==> src/rtl/mem_arbiter.sv <==
// mem_arbiter: two-requester round-robin arbiter and access sequencer for the
// shared data memory wrapper (RAM0 plus XALU/LEDS MMIO). Requester 0 is the CPU
// control unit, requester 1 is the debug/program loader. A granted access is
// latched, presented to the wrapper for one cycle (ACCESS), and reads take one
// extra cycle (WAIT) to cover the wrapper's registered read latency. Read data
// returns with a one-cycle rvalid pulse to the owning requester.
module mem_arbiter #(
  parameter int data_width = 8,
  parameter int addr_width = 8
) (
  input  logic                  clk,
  input  logic                  rst,
  // requester 0 (CPU control unit)
  input  logic                  req0,
  input  logic                  we0,
  input  logic                  mmio0,
  input  logic [addr_width-1:0] addr0,
  input  logic [data_width-1:0] wdata0,
  // requester 1 (debug / program loader)
  input  logic                  req1,
  input  logic                  we1,
  input  logic                  mmio1,
  input  logic [addr_width-1:0] addr1,
  input  logic [data_width-1:0] wdata1,
  // handshakes and shared read data
  output logic                  gnt0,
  output logic                  gnt1,
  output logic                  rvalid0,
  output logic                  rvalid1,
  output logic [data_width-1:0] rdata,
  output logic                  busy,
  // memory wrapper port
  output logic [addr_width-1:0] m_addr,
  output logic [data_width-1:0] m_din,
  output logic                  m_write_en,
  output logic                  m_mmio,
  input  logic [data_width-1:0] m_dout
);

  localparam logic [1:0] IDLE   = 2'd0;
  localparam logic [1:0] ACCESS = 2'd1;
  localparam logic [1:0] WAIT   = 2'd2;

  // FSM state
  logic [1:0] state_reg;
  logic [1:0] state_next;

  // requester fields gathered into indexable form
  logic [1:0]            req_vec;
  logic [1:0]            we_vec;
  logic [1:0]            mmio_vec;
  logic [addr_width-1:0] addr_arr  [2];
  logic [data_width-1:0] wdata_arr [2];

  // arbitration
  logic winner;
  logic grant_take;
  logic owner_reg;
  logic last_owner_reg;

  // latched access fields; these also drive the wrapper port directly so the
  // MMIO decode in the wrapper never sees a glitch between accesses
  logic                  we_reg;
  logic                  mmio_reg;
  logic [addr_width-1:0] addr_reg;
  logic [data_width-1:0] wdata_reg;
  logic [data_width-1:0] rdata_reg;

  // per-requester handshake outputs
  logic [1:0] gnt_vec;
  logic [1:0] rvalid_vec;

  assign req_vec      = {req1, req0};
  assign we_vec       = {we1, we0};
  assign mmio_vec     = {mmio1, mmio0};
  assign addr_arr[0]  = addr0;
  assign addr_arr[1]  = addr1;
  assign wdata_arr[0] = wdata0;
  assign wdata_arr[1] = wdata1;

  // Round-robin pick: a lone requester always wins; on a tie the requester that
  // was not granted last wins, which makes continuous contention alternate.
  always_comb begin
    winner = 1'b0;
    if (req_vec == 2'b11) begin
      winner = ~last_owner_reg;
    end else if (req_vec[1]) begin
      winner = 1'b1;
    end
  end

  // Requests are only looked at in IDLE; ACCESS and WAIT ignore req entirely.
  assign grant_take = (state_reg == IDLE) && (req_vec != 2'b00);

  // Next-state decode: writes finish after ACCESS, reads go through WAIT.
  always_comb begin
    state_next = state_reg;
    case (state_reg)
      IDLE:    if (grant_take) state_next = ACCESS;
      ACCESS:  state_next = we_reg ? IDLE : WAIT;
      WAIT:    state_next = IDLE;
      default: state_next = IDLE;
    endcase
  end

  // State register.
  always_ff @(posedge clk) begin
    if (rst) begin
      state_reg <= IDLE;
    end else begin
      state_reg <= state_next;
    end
  end

  // Latch the winner's fields and remember the owner on every grant.
  always_ff @(posedge clk) begin
    if (rst) begin
      owner_reg      <= 1'b0;
      last_owner_reg <= 1'b1;
      we_reg         <= 1'b0;
      mmio_reg       <= 1'b0;
      addr_reg       <= '0;
      wdata_reg      <= '0;
    end else if (grant_take) begin
      owner_reg      <= winner;
      last_owner_reg <= winner;
      we_reg         <= we_vec[winner];
      mmio_reg       <= mmio_vec[winner];
      addr_reg       <= addr_arr[winner];
      wdata_reg      <= wdata_arr[winner];
    end
  end

  // Capture wrapper read data at the end of WAIT; hold it otherwise.
  always_ff @(posedge clk) begin
    if (rst) begin
      rdata_reg <= '0;
    end else if (state_reg == WAIT) begin
      rdata_reg <= m_dout;
    end
  end

  // Per-requester grant (combinational, ACCESS cycle) and read-valid pulse
  // (registered, the cycle after WAIT). Reset during WAIT kills the pulse.
  generate
    for (genvar gi = 0; gi < 2; gi++) begin : g_req
      logic rvalid_reg;

      assign gnt_vec[gi] = (state_reg == ACCESS) && (owner_reg == 1'(gi));

      // Flag a completed read for this requester one cycle after WAIT.
      always_ff @(posedge clk) begin
        if (rst) begin
          rvalid_reg <= 1'b0;
        end else begin
          rvalid_reg <= (state_reg == WAIT) && (owner_reg == 1'(gi));
        end
      end

      assign rvalid_vec[gi] = rvalid_reg;
    end
  endgenerate

  assign gnt0    = gnt_vec[0];
  assign gnt1    = gnt_vec[1];
  assign rvalid0 = rvalid_vec[0];
  assign rvalid1 = rvalid_vec[1];
  assign rdata   = rdata_reg;
  assign busy    = (state_reg != IDLE);

  // The write strobe exists only in an ACCESS cycle of a write; address, data
  // and MMIO select simply follow the latched fields.
  assign m_addr     = addr_reg;
  assign m_din      = wdata_reg;
  assign m_mmio     = mmio_reg;
  assign m_write_en = (state_reg == ACCESS) && we_reg;

endmodule
==> config.mk <==
export PLATFORM = sky130hd
export DESIGN_NAME = mem_arbiter
export DESIGN_NICKNAME = d
export VERILOG_FILES = /design/src/rtl/mem_arbiter.sv
export SDC_FILE = /design/constraint.sdc
export NUM_CORES = 1
export LEC_CHECK = 0
export CORE_ASPECT_RATIO = 0.9
export CORE_UTILIZATION = 38
export DETAILED_ROUTE_END_ITERATION = 6
export PLACE_DENSITY = 0.77
export SYNTH_ARGS = -nofsm -noshare
export SYNTH_HDL_FRONTEND = slang
export SYNTH_SLANG_ARGS = --single-unit
==> constraint.sdc <==
create_clock -name clk -period 1.3 [get_ports clk]
set_input_delay 0.195 -clock clk [delete_from_list [all_inputs] [get_ports clk]]
set_output_delay 0.195 -clock clk [all_outputs]
set_load 0.05 [all_outputs]
==> flow_summary_export.csv <==
group,metric,value,unit
outcome,status,"finished clean",
floorplanning,core_area,3480,um^2
synthesis,synthCells,165,
sta,worstMarginPinSlew,359,ps
critical_path,cp_cell_sequence,"nand2b_4 > nor2_4 > buf_12",
floorplanning,dieArea,3970,um^2
power_and_ir_drop,p_total,3.18,mW
final_layout,drive_gt1_share,27.8,%
synthesis,yosys.area.top_type_share,45.3,%
cts,cts.sinks,32,
power_and_ir_drop,leakage,1.08,nW
flow_run,maxCapViolations,0,
hold_path,whs_path_depth,3,
sta,skew,5.03,ps
floorplanning,rows,20,
routing,dr.pass1.iters,4,
sta,fmax,783,MHz
synthesis,avgSynthCellArea,8.58,um^2
cts,postCtsHoldBufs,0,
cts,cts_htree_levels,2,
global_route,grt-ovfl-total,0,
synthesis,synth_nets,213,
sta,slew_viol_final,0,
hold_path,hold_path.class,"in -> reg",
final_layout,insertedDiodeCount,0,
global_route,grt_pass1_vias,1521,
cts,cts_tree,"yes",
cts,clockBufferDepth,2,
place,numPortBuffers,78,
final_layout,fin_cells,296,
final_layout,finish.utilization,79.4,%
sta,rsz0062_at_grt,"no",
place,dp_hpwl,2940,um
power_and_ir_drop,pwr-share-seq,36.9,%
global_route,grt_max_degree,33,
global_route,antenna_found_initial,0,
critical_path,startpoint_type,"register",
routing,vias,1520,
synthesis,ys_types,22,
synthesis,yosysTopAreaCell,"dfxtp_1",
critical_path,critPathMaxFanout,4,
place,dp_slack,-311,ps
power_and_ir_drop,p_int,2.12,mW
critical_path,worstPathRequired,1110,ps
synthesis,yosysSeqAreaShare,45.3,%
final_layout,nNetsFinal,299,
routing,finalWirelength,4400,um
routing,wl_per_cell,14.8,um
sta,min_period_over_period,98.3,%
sta,final-hold-violation-count,0,
critical_path,crit_path_max_incr_delay,340,ps
critical_path,crit_slowest_cell,"dfxtp_2",
sta,setup_ws,22.4,ps
final_layout,areaGrowthSynthToFinish,95.1,%
synthesis,synth_seq_cells,32,
place,dp_cells,284,
floorplanning,start_util,40.7,%
critical_path,critPathKind,"reg -> out",
routing,drtIter0Drc,43,
floorplanning,die_y,59.9,um
power_and_ir_drop,pwr-share-comb,38.2,%
synthesis,synthTopCellsByArea,"dfxtp_1 45%, nand2_1 14%, a21oi_1 9.5%, a311oi_1 8.7%, buf_6 4.8%",
cts,clkTransAtPathRegs,70,ps
routing,viasPerCell,5.14,
synthesis,ys_warn_count,0,
power_and_ir_drop,switching_share,33.3,%
critical_path,ff2ff_path_depth,4,
place,place_congestion,0.752,
floorplanning,die_w,66.3,um
global_route,grt_pass1_wl,6490,um
routing,drcViolationCount,0,
critical_path,crit_arrival,1080,ps
sta,setup-violations-final,0,
power_and_ir_drop,power_frac_clock,24.9,%
floorplanning,pin_count,79,
cts,numCtsBuffers,5,
sta,period_needed,1280,ps
critical_path,end_kind,"primary output",
synthesis,syn_area,1420,um^2
power_and_ir_drop,power_switching,1.06,mW
power_and_ir_drop,powerDensity,1150,nW/um^2
routing,ant_nets,0,
cts,insertion_delay,290,ps
global_route,grt_usage,22.4,%
sta,whs,459,ps
sta,slew-limit-headroom,76.1,%
cts,clockRootBuffer,"clkbuf_8",
power_and_ir_drop,ir_drop,0.826,mV
per-stage QoR:
step,cell area (um^2),setup TNS [ps]
finish,2760,0
global route,2760,0
CTS,2690,0
detailed placement,2540,-5580
global placement,2540,-4530
floorplan,1420,-502
critical path: cells and delay by family (launching register included):
kind                   cells  cell delay [ps]
and+or+nand+nor            2              310
buffers and inverters      1              140
DFF                        1              340
final cells by class:
cell class	instances	area (um^2)
flip-flops and latches	32	644
fillers	227	717
clock buffers	8	90.1
multi-input cells	117	697
repair buffers	92	1260
well taps	44	55.1
inverters	3	11.3
cells in the final DEF (no fill, tap or decap), types with 2 or more instances in the layout:
cell type / synthesis / layout
a311oi_1: 14 / 10
inv_1: 3 / 2
buf_4: 0 / 8
buf_6: 6 / 2
dfxtp_1: 32 / 29
nor2_4: 1 / 4
a21oi_1: 27 / 27
clkbuf_8: 2 / 6
o21ai_0: 2 / 2
clkbuf_1: 3 / 2
a311oi_2: 4 / 8
clkdlybuf4s50_1: 0 / 45
dlymetal6s2s_1: 0 / 2
buf_12: 0 / 34
nand2_1: 52 / 52
dfxtp_2: 0 / 3
nor3_1: 4 / 4
kinds of logic after synthesis:
group,after synthesis,synth area share (%)
and+or+nand+nor,68,20.2
DFF,32,45.3
AOI/OAI and AO/OA,49,25.2
buffers and inverters,16,9.37
synthesized netlist by cell type, drive strengths merged:
cell type	instances
o21ai	2
dfxtp	32
a311oi	18
nand3	1
inv	3
nand3b	1
nand2	52
a21oi	27
or2	1
a21boi	1
a21bo	1
nand2b	2
buf	6
nor2b	1
clkbuf	7
nor2	6
nor3	4
power groups by stage:
| stage | registers (mW) | logic, mW | clock network (mW) |
|---|---|---|---|
| final | 1.17 | 1.21 | 0.791 |
| after global routing | 1.18 | 1.27 | 0.841 |
| after CTS | 1.17 | 1.17 | 0.802 |
| after detailed placement | 1.19 | 1.13 | 0 |
| after global placement | 1.18 | 1.12 | 0 |
| after floorplan | 1.40 | 0.333 | 0 |
path summary, 6_finish.rpt:
| kind | from | to | slack, ps |
|---|---|---|---|
| max | state_reg[1] | gnt1 | 20 |
| max reg2reg | last_owner_reg | m_din[7] | 100 |
| min | m_dout[2] | rdata[2] | 460 |
| min reg2reg | we_reg | state_reg[1] | 480 |
per-layer routing:
layer	up-vias	global-route usage, %	part of all wire [%]
met5	-	0	0
met4	0	13.1	2.7
met3	9	7.44	6.3
met2	53	41.1	52
met1	713	21.9	39
li1	745	-	-
repair_timing:
action,CTS,global route
pin swaps,2,3
resized for setup,11,8
buffers inserted,2,0
endpoints found under the setup margin,22,16
gates cloned,0,2
No activity file was read; power rests on OpenSTA's default activity.
